**config.mk**
```make
export PLATFORM = sky130hd
export DESIGN_NAME = pipeline_hazard_ctrl
export DESIGN_NICKNAME = d
export VERILOG_FILES = /design/src/rtl/pipeline_hazard_ctrl_pkg.sv /design/src/rtl/pipeline_hazard_ctrl_load_use_detect.sv /design/src/rtl/pipeline_hazard_ctrl.sv
export SDC_FILE = /design/constraint.sdc
export NUM_CORES = 1
export LEC_CHECK = 0
export ABC_AREA = 1
export ABC_CLOCK_PERIOD_IN_PS = 1200
export CAP_MARGIN = 10
export CORE_UTILIZATION = 26
export CTS_BUF_LIST = sky130_fd_sc_hd__clkbuf_16
export DETAILED_ROUTE_END_ITERATION = 12
export PLACE_DENSITY = 0.79
export SETUP_SLACK_MARGIN = 0.5
export SYNTH_ARGS = -nofsm -noshare
export SYNTH_HDL_FRONTEND = slang
export SYNTH_SLANG_ARGS = --single-unit
export TNS_END_PERCENT = 5
```
**constraint.sdc**
```tcl
create_clock -name clk -period 1.2 [get_ports clk]
set_input_delay 0.18 -clock clk [delete_from_list [all_inputs] [get_ports clk]]
set_output_delay 0.18 -clock clk [all_outputs]
set_load 0.005 [all_outputs]
```
**src/rtl/pipeline_hazard_ctrl_pkg.sv**
```systemverilog
`default_nettype none
// ============================================================================
// Module   : pipeline_hazard_ctrl_pkg
// Purpose  : Shared LC-3b types for the hazard sequencer and stage registers.
//            - lc3b_opcode    : 4-bit instruction opcode
//            - lc3b_reg       : 3-bit register specifier
//            - hazard_state_t : hazard sequencer states (RUN, IND_WAIT2)
//            - c_NOP_CTRL_WORD: control word loaded by a bubble or a flush
//            - f_is_indirect  : true for the two-access LDI/STI opcodes
// Revision : 1.0 - initial release
// ============================================================================
package pipeline_hazard_ctrl_pkg;

    typedef enum logic [3:0] {
        op_br   = 4'b0000,
        op_add  = 4'b0001,
        op_ldb  = 4'b0010,
        op_stb  = 4'b0011,
        op_jsr  = 4'b0100,
        op_and  = 4'b0101,
        op_ldr  = 4'b0110,
        op_str  = 4'b0111,
        op_rti  = 4'b1000,
        op_not  = 4'b1001,
        op_ldi  = 4'b1010,
        op_sti  = 4'b1011,
        op_jmp  = 4'b1100,
        op_shf  = 4'b1101,
        op_lea  = 4'b1110,
        op_trap = 4'b1111
    } lc3b_opcode;

    typedef logic [2:0] lc3b_reg;

    // Explicit 1-bit encoding so the state register width is fixed.
    typedef enum logic [0:0] {
        RUN       = 1'b0,
        IND_WAIT2 = 1'b1
    } hazard_state_t;

    // All-zero control word: no register write, no memory access, no branch.
    // Stage registers substitute this when a bubble or flush is requested.
    localparam logic [15:0] c_NOP_CTRL_WORD = 16'h0000;

    function automatic logic f_is_indirect(input logic [3:0] i_op);
        f_is_indirect = (i_op == op_ldi) || (i_op == op_sti);
    endfunction

endpackage
`default_nettype wire

```
**src/rtl/pipeline_hazard_ctrl_load_use_detect.sv**
```systemverilog
`default_nettype none
// ============================================================================
// Module   : pipeline_hazard_ctrl_load_use_detect
// Purpose  : Combinational load-use hazard detector between ID and EX.
// Ports    : i_id_sr1/i_id_sr2           ID source registers
//            i_id_sr1_used/i_id_sr2_used ID really reads that source
//            i_ex_dest                   EX destination register
//            i_ex_mem_read               EX is a load
//            i_ex_regfile_write          EX writes the register file
//            o_hazard                    ID needs a value EX has not loaded yet
// Revision : 1.0 - initial release
// ============================================================================
module pipeline_hazard_ctrl_load_use_detect
    import pipeline_hazard_ctrl_pkg::*;
(
    input  lc3b_reg i_id_sr1,
    input  lc3b_reg i_id_sr2,
    input  logic    i_id_sr1_used,
    input  logic    i_id_sr2_used,
    input  lc3b_reg i_ex_dest,
    input  logic    i_ex_mem_read,
    input  logic    i_ex_regfile_write,
    output logic    o_hazard
);

    logic w_sr1_match;
    logic w_sr2_match;

    assign w_sr1_match = i_id_sr1_used && (i_id_sr1 == i_ex_dest);
    assign w_sr2_match = i_id_sr2_used && (i_id_sr2 == i_ex_dest);
    assign o_hazard    = i_ex_mem_read && i_ex_regfile_write && (w_sr1_match || w_sr2_match);

endmodule
`default_nettype wire

```
**src/rtl/pipeline_hazard_ctrl.sv**
```systemverilog
`default_nettype none
// ============================================================================
// Module   : pipeline_hazard_ctrl
// Purpose  : Stall/flush sequencer for the 5-stage LC-3b pipeline. Produces
//            the stage-register load enables, the ID_EX bubble, the
//            interstage flushes and the LDI/STI two-access sequencing.
// Ports    : clk, reset (sync, active high)
//            id_*   ID opcode/sources      ex_*  EX destination/load info
//            mem_opcode, mem_access        MEM stage dcache request
//            dcache_resp, icache_resp      cache completions
//            branch_taken                  redirect resolved in MEM
//            load_pc..load_mem_wb          register load enables
//            bubble_id_ex, flush_*         NOP insertion controls
//            ind_phase2, load_ind_ptr      indirect pointer handling
//            stall_cycles, flush_count     performance counters
// Options  : HAZARD_PERF_CNT_EN - build the saturating performance counters;
//            when undefined the counter ports read as zero.
// Revision : 1.0 - initial release
// ============================================================================
module pipeline_hazard_ctrl
    import pipeline_hazard_ctrl_pkg::*;
#(
    parameter int STALL_CNT_W = 16
)(
    input  logic                   clk,
    input  logic                   reset,
    input  logic [3:0]             id_opcode,
    input  logic [2:0]             id_sr1,
    input  logic [2:0]             id_sr2,
    input  logic                   id_sr1_used,
    input  logic                   id_sr2_used,
    input  logic [2:0]             ex_dest,
    input  logic                   ex_mem_read,
    input  logic                   ex_regfile_write,
    input  logic [3:0]             mem_opcode,
    input  logic                   mem_access,
    input  logic                   dcache_resp,
    input  logic                   icache_resp,
    input  logic                   branch_taken,
    output logic                   load_pc,
    output logic                   load_if_id,
    output logic                   load_id_ex,
    output logic                   load_ex_mem,
    output logic                   load_mem_wb,
    output logic                   bubble_id_ex,
    output logic                   flush_if_id,
    output logic                   flush_id_ex,
    output logic                   flush_ex_mem,
    output logic                   ind_phase2,
    output logic                   load_ind_ptr,
    output logic [STALL_CNT_W-1:0] stall_cycles,
    output logic [STALL_CNT_W-1:0] flush_count
);

    hazard_state_t r_state;
    hazard_state_t w_state_nxt;

    logic w_load_use;
    logic w_cache_stall;
    logic w_release;      // pipe is allowed to advance this cycle
    logic w_adv_front;    // PC and IF_ID
    logic w_adv_id_ex;
    logic w_adv_back;     // EX_MEM and MEM_WB
    logic w_bubble;
    logic w_flush;
    logic w_ind_phase2;
    logic w_load_ind_ptr;
    logic w_branch_act;

    pipeline_hazard_ctrl_load_use_detect u_load_use_detect (
        .i_id_sr1           (id_sr1),
        .i_id_sr2           (id_sr2),
        .i_id_sr1_used      (id_sr1_used),
        .i_id_sr2_used      (id_sr2_used),
        .i_ex_dest          (ex_dest),
        .i_ex_mem_read      (ex_mem_read),
        .i_ex_regfile_write (ex_regfile_write),
        .o_hazard           (w_load_use)
    );

    assign w_cache_stall = (mem_access && !dcache_resp) || !icache_resp;

    always_comb begin
        w_state_nxt    = r_state;
        w_release      = 1'b0;
        w_adv_front    = 1'b0;
        w_adv_id_ex    = 1'b0;
        w_adv_back     = 1'b0;
        w_bubble       = 1'b0;
        w_flush        = 1'b0;
        w_ind_phase2   = 1'b0;
        w_load_ind_ptr = 1'b0;
        w_branch_act   = 1'b0;

        if (reset) begin
            // Hold every register and clear the interstage registers so the
            // pipe restarts empty; any pending indirect is dropped.
            w_flush     = 1'b1;
            w_state_nxt = RUN;
        end else if (r_state == IND_WAIT2) begin
            // Second access uses the latched pointer until both caches
            // are done, then the whole pipe moves on together.
            w_ind_phase2 = 1'b1;
            if (dcache_resp && icache_resp) begin
                w_release   = 1'b1;
                w_state_nxt = RUN;
            end
        end else if (w_cache_stall) begin
            w_release = 1'b0;
        end else if (mem_access && dcache_resp && f_is_indirect(mem_opcode)) begin
            // First access returned the pointer: latch it and freeze MEM
            // for the second access.
            w_load_ind_ptr = 1'b1;
            w_state_nxt    = IND_WAIT2;
        end else begin
            w_release = 1'b1;
        end

        if (w_release) begin
            w_adv_back  = 1'b1;
            w_adv_id_ex = 1'b1;
            if (branch_taken) begin
                // The flush discards the younger instructions, including any
                // load-use consumer, so no bubble is needed.
                w_adv_front  = 1'b1;
                w_flush      = 1'b1;
                w_branch_act = 1'b1;
            end else if (w_load_use) begin
                // Hold IF and ID for one cycle; forwarding covers the rest.
                w_bubble = 1'b1;
            end else begin
                w_adv_front = 1'b1;
            end
        end
    end

    always_ff @(posedge clk) begin
        if (reset) begin
            r_state <= RUN;
        end else begin
            r_state <= w_state_nxt;
        end
    end

    assign load_pc      = w_adv_front;
    assign load_if_id   = w_adv_front;
    assign load_id_ex   = w_adv_id_ex;
    assign load_ex_mem  = w_adv_back;
    assign load_mem_wb  = w_adv_back;
    assign bubble_id_ex = w_bubble;
    assign flush_if_id  = w_flush;
    assign flush_id_ex  = w_flush;
    assign flush_ex_mem = w_flush;
    assign ind_phase2   = w_ind_phase2;
    assign load_ind_ptr = w_load_ind_ptr;

`ifdef HAZARD_PERF_CNT_EN
    localparam logic [STALL_CNT_W-1:0] c_CNT_ONE = {{(STALL_CNT_W-1){1'b0}}, 1'b1};

    logic [STALL_CNT_W-1:0] r_stall_cycles;
    logic [STALL_CNT_W-1:0] r_flush_count;

    // Both counters saturate at all-ones rather than wrapping.
    always_ff @(posedge clk) begin
        if (reset) begin
            r_stall_cycles <= '0;
            r_flush_count  <= '0;
        end else begin
            if (!w_adv_front && (r_stall_cycles != '1)) begin
                r_stall_cycles <= r_stall_cycles + c_CNT_ONE;
            end
            if (w_branch_act && (r_flush_count != '1)) begin
                r_flush_count <= r_flush_count + c_CNT_ONE;
            end
        end
    end

    assign stall_cycles = r_stall_cycles;
    assign flush_count  = r_flush_count;

    // The ID opcode is carried for stage-register bookkeeping only.
    logic w_unused_ok;
    assign w_unused_ok = &{1'b0, id_opcode};
`else
    assign stall_cycles = '0;
    assign flush_count  = '0;

    logic w_unused_ok;
    assign w_unused_ok = &{1'b0, id_opcode, w_branch_act};
`endif

endmodule
`default_nettype wire
```
==> results of run 1 <==
## how the worst max path moves through the flow
stage	endpoint	slack [ns]	start	depth (start not counted)
after floorplan	flush_id_ex	0.05	r_state	7
after global placement	bubble_id_ex	-0.68	ex_dest[1]	10
after detailed placement	load_pc	-0.72	icache_resp	6
after CTS	flush_if_id	-0.05	r_state	8
after global routing	flush_id_ex	-0.06	r_state	8
final	flush_if_id	-0.006	r_state	8
## per-layer routing
layer | part of all wire [%] | track usage (%)
met1 | 36 | 9.392
met2 | 57 | 19.63
met3 | 7.3 | 0.3115
met4 | 0 | 0
met5 | 0 | 0
## cell usage in the layout, fill, tap and decap left out, drive strengths merged
cell type       n
nor2           12
o21ai           2
buf            27
and3b           1
clkbuf          6
nand3b          1
conb           32
dfxtp           1
nand2          29
dlygate4sd2     7
inv            12
clkdlybuf4s15   2
clkinv          1
a21oi           2
## what timing repair did
item | 4_1_cts | 5_1_grt
setup buffers | 3 | 2
setup endpoints to repair | 12 | 12
gates resized for setup | 94 | 18
pin swaps | 25 | 15
## layout make-up
class | count | area, µm² | share of cell area, %
Inverter | 13 | 51.30 | 6.602
Multi-Input combinational cell | 79 | 385.4 | 49.60
Sequential cell | 1 | 21.27 | 2.738
Tap cell | 27 | 33.78 | 4.348
Timing Repair Buffer | 42 | 285.3 | 36.72
## logic make-up (layout without fill, tap and decap cells)
family	after synthesis	count (layout)	share of synthesized area, %
and+or+nand+nor	43	43	35.05
other	1	32	0.6445
AOI/OAI and AO/OA	4	4	4.730
DFF	1	1	3.441
buffers and inverters	50	55	56.13
## stage by stage
step	hold slack, ns	util, %	power (µW)	std cells
2_1_floorplan	0.4084	-	208.5	130
3_3_place_gp	0.7215	39.89	241.2	157
3_5_place_dp	0.7686	39.89	244.1	157
4_1_cts	0.6099	38.79	224.0	160
5_1_grt	0.6627	38.05	248.0	162
6_report	0.6001	38.05	223.0	162
## tightest hold or removal path, stage by stage
cell and delay (ns):
buf_2 0.11, nand2_1 0.11, nand2_1 0.08, o21ai_1 0.06
## report_power, final
group          switching [µW]  internal [µW]  leakage (µW)
logic                    99.4           89.2      0.000488
clock network               0              0             0
registers               0.141           34.2    0.00000857
==> impl_metrics.env, run 1 <==
export IMPL_powerDensity_nw_per_um2=287.0
export IMPL_fmax_mhz=829.2
export IMPL_grt_start_max_net_pins=5
export IMPL_max_flop_register="r_state"
export IMPL_ys_types=17
export IMPL_min_path_type="in -> reg"
export IMPL_initial_core_util_pct=28.49
export IMPL_routedWlPerCell_um=6.759
export IMPL_grt_use_total_pct=8.915
export IMPL_largest_reg_flops=1
export IMPL_first_pass_iters=2
export IMPL_min_path_cells=4
export IMPL_post_route_period_util_pct=100.5
export IMPL_coreArea_um2=2042
export IMPL_path_class="reg -> out"
export IMPL_yosys_area_top_type="buf_4"
export IMPL_final_max_slew_viol_count=0
export IMPL_synth_common_cells="37 x buf_4, 25 x nand2_1, 10 x nor2_1"
export IMPL_synth_seq_cells=1
export IMPL_crit_arrival_ns=1.03
export IMPL_setup_viol=3
export IMPL_holdBufCountCts=0
export IMPL_power_leakage_uw=0.0004970
export IMPL_routed_via_density=3.407
export IMPL_crit_top_cell="nand2_2"
export IMPL_portBuffers=32
export IMPL_ys_seq_area_share_pct=3.441
export IMPL_drive_gt1_share_pct=44.44
export IMPL_drc=0
export IMPL_whs_endpoint="r_state"
export IMPL_r2r_cells=6
export IMPL_reg2reg_to="r_state"
export IMPL_yosys_warnings=0
export IMPL_grt_pass1_vias=466
export IMPL_syn_avg_cell_area_um2=5.877
export IMPL_gr_total_overflow=0
export IMPL_die_y_um=49.31
export IMPL_slowest_stage="dfxtp_2"
export IMPL_cap_violations=0
export IMPL_rsz0062_at_grt="yes"
export IMPL_cp_end_kind="output port"
export IMPL_cp_top_family="simple AND/OR/NAND/NOR gates"
export IMPL_crit_buf_inv=2
export IMPL_top_regs="r_state: 1 flops"
export IMPL_violations="setup timing"
export IMPL_antenna_found_initial=0
export IMPL_timing_rr_start="r_state"
export IMPL_period_minus_slack_ns=1.206
export IMPL_critical_path_max_fanout=3
export IMPL_fin_nets=164
export IMPL_diodes=0
export IMPL_required_ns=1.02
export IMPL_synth_edf_count=0
export IMPL_die_area_um2=2431
export IMPL_synth_most_common_cell="buf_4"
export IMPL_placed_cell_area_um2=814.5
export IMPL_final_setup_tns_ns=-0.01446
export IMPL_hold_start="icache_resp"
export IMPL_synth_area_um2=581.8
export IMPL_ir_worst_vdd_uv=233.0
export IMPL_hold_viol=0
export IMPL_grt_pass1_wl_um=1814
export IMPL_dp_slack_ns=-0.7193
export IMPL_ant_nets=0
export IMPL_clock_latency_ns=0
export IMPL_path_cells="nand3b_4 -> nor2_4 -> buf_6 -> nand2_2 -> o21ai_2 -> nand2_1 -> nand2_2 -> buf_2"
export IMPL_routed_via_count=552
export IMPL_die_w_um=49.31
export IMPL_synth_flop_cell="dfxtp_1"
export IMPL_worst_setup_path_start_kind="register"
export IMPL_placementRows=16
export IMPL_postLayoutCellArea_um2=777.0
export IMPL_wirelength_um=1095
export IMPL_clk_pin_slew_ns=0
export IMPL_synth_top_area_share_pct=47.74
export IMPL_slowest_delay_ns=0.30
export IMPL_yosys_top_cells_area="buf_4 48%, nand2_1 16%, nor2_1 6.5%"
export IMPL_drt_iter0_drc=1
export IMPL_fill_cells=249
export IMPL_globalplace_congestion=0.5834
export IMPL_area_delta_synth_final_pct=33.55
export IMPL_postSynthCellCount=99
export IMPL_hpwl_um=945.8
export IMPL_ios=70
export IMPL_status="complete, but fails checks"
export IMPL_setup_ws_ns=-0.006035
export IMPL_async_flop_share_pct=0
export IMPL_fin_skew_ns=0
export IMPL_reg2reg_slack_ns=0.18
(Power assumes the default switching activity.)
==> inputs of run 2 (changes only) <==
- CORE_MARGIN: unset -> 3
- CORE_UTILIZATION: 26 -> 27
- CTS_BUF_LIST: sky130_fd_sc_hd__clkbuf_16 -> sky130_fd_sc_hd__clkbuf_8
- PLACE_DENSITY: 0.79 -> 0.82
==> run 2 against run 1 <==
  * The run now ends clean
  * Die area up 13%
  * Design area up 0.16%
  * Sequential share of layout area about the same
  * Largest cell class unchanged
  * Largest power group unchanged
  * Highest routed layer unchanged
==> impl_metrics.env, run 2 (synthesized netlist as in run 1, its figures left out) <==
export IMPL_r2r_cells=5
export IMPL_die_w_um=52.42
export IMPL_coreArea_um2=2002
export IMPL_grt_use_total_pct=8.148
export IMPL_grt_start_max_net_pins=4
export IMPL_largest_reg_flops=1
export IMPL_max_flop_register="r_state"
export IMPL_cp_endpoint="load_pc"
export IMPL_top_regs="r_state: 1 flops"
export IMPL_post_route_period_util_pct=99.60
export IMPL_hold_viol=0
export IMPL_powerDensity_nw_per_um2=292.6
export IMPL_clk_pin_slew_ns=0
export IMPL_portBuffers=32
export IMPL_routedWlPerCell_um=8.157
export IMPL_min_path_cells=4
export IMPL_worst_setup_path_start_kind="register"
export IMPL_crit_start="r_state"
export IMPL_fmax_mhz=836.7
export IMPL_layout_commonest_cell="conb_1"
export IMPL_period_minus_slack_ns=1.195
export IMPL_fill_cells=246
export IMPL_globalplace_congestion=0.6297
export IMPL_routed_via_density=3.491
export IMPL_dp_cells=157
export IMPL_clock_latency_ns=0
export IMPL_setup_ws_ns=0.004770
export IMPL_timing_rr_start="r_state"
export IMPL_drive_gt1_share_pct=43.94
export IMPL_antenna_found_initial=0
export IMPL_die_y_um=52.42
export IMPL_rsz0062_at_grt="yes"
export IMPL_cap_violations=0
export IMPL_first_pass_iters=4
export IMPL_gr_total_overflow=0
export IMPL_placementRows=16
export IMPL_cp_end_kind="output port"
export IMPL_holdWs_ns=0.5873
export IMPL_ir_worst_vdd_uv=236.6
export IMPL_critical_path_max_fanout=3
export IMPL_dp_slack_ns=-0.7360
export IMPL_die_area_um2=2748
export IMPL_diodes=0
export IMPL_power_leakage_uw=0.0004828
export IMPL_reg2reg_slack_ns=0.29
export IMPL_initial_core_util_pct=29.06
export IMPL_fin_nets=161
export IMPL_status="finished, final reports clean"
export IMPL_final_cell_mix="32 x conb_1, 22 x nand2_1, 16 x buf_2, 7 x nand2_2, 7 x nor2_1"
export IMPL_setup_viol=0
export IMPL_required_ns=1.02
export IMPL_final_cells=159
export IMPL_min_path_type="in -> reg"
export IMPL_crit_arrival_ns=1.02
export IMPL_fin_skew_ns=0
export IMPL_final_max_slew_viol_count=0
export IMPL_drt_iter0_drc=2
export IMPL_ant_nets=0
export IMPL_grt_pass1_wl_um=1835
export IMPL_hold_start="icache_resp"
export IMPL_drc=0
export IMPL_ios=70
export IMPL_reg2reg_to="r_state"
export IMPL_wirelength_um=1297
export IMPL_area_delta_synth_final_pct=33.76
export IMPL_routed_via_count=555
export IMPL_hpwl_um=1184
export IMPL_path_class="reg -> out"
export IMPL_grt_pass1_vias=460
run 2: cell types whose count changed in the layout (fill, tap and decap cells not counted), sizes merged:
| cell | delta |
|---|---|
| clkbuf | -2 |
| clkdlybuf4s15 | +2 |
| dlygate4sd2 | -2 |
| buf | -1 |
run 2: what timing repair did:
| action | CTS | global route |
|---|---|---|
| hold buffers | 0 | 0 |
| buffers inserted | 2 | 0 |
| pin swaps | 23 | 23 |
| cloned | 0 | 0 |
| setup endpoints to repair | 12 | 12 |
| resized for setup | 105 | 15 |
run 2: per-layer routing:
metal | vias up | part of all wire (%) | GRT usage (%) | wire, µm
met5 | - | 0 | 0 | 0
met4 | 0 | 0 | 0 | 0
met3 | 0 | 10 | 0.5698 | 134
met2 | 30 | 61 | 17.36 | 791
met1 | 238 | 29 | 8.923 | 372
li1 | 287 | - | - | -
run 2: through the flow:
step	instance area (µm²)	power [µW]	setup TNS (ns)	utilization (%)
floorplan	700.7	208.5	0	-
global placement	814.5	239.7	-6.912	40.69
detailed placement	814.5	245.1	-7.406	40.69
CTS	798.3	228.6	-0.07267	39.88
global route	778.2	253.5	-0.1849	38.88
finish	778.2	227.7	0	38.88
run 2: worst min-delay path by stage:
| stage | to | slack (ns) |
|---|---|---|
| 2_1_floorplan | r_state | 0.41 |
| 6_report | r_state | 0.59 |
| 3_5_place_dp | r_state | 0.77 |
| 3_3_place_gp | r_state | 0.72 |
| 5_1_grt | r_state | 0.63 |
| 4_1_cts | r_state | 0.59 |
run 2: where the power goes:
group | internal [µW] | switching, µW | leakage (µW) | total, µW
Sequential | 34.3 | 0.230 | 0.00000857 | 34.5
Clock | 0 | 0 | 0 | 0
Combinational | 89.0 | 104 | 0.000474 | 193
run 2: area by class of cell:
| type | count | area, µm² | area share [%] |
|---|---|---|---|
| repair buffers | 39 | 282.8 | 36.33 |
| multi-input cells | 79 | 386.6 | 49.68 |
| well taps | 27 | 33.78 | 4.341 |
| flip-flops and latches | 1 | 21.27 | 2.733 |
| inverters | 13 | 53.80 | 6.913 |
run 2: worst max-delay path: stages (launching register included):
cell and delay, ns:
dfxtp_2 0.31, nand3b_4 0.16, nor2_4 0.13, buf_6 0.12, a21oi_4 0.05, a21oi_2 0.12, buf_2 0.13
==> inputs of run 3 (changes only) <==
- SLEW_MARGIN: unset -> 10
==> results of run 3 <==
Same layout as run 2: the final DEF is identical, and so are final timing and power.
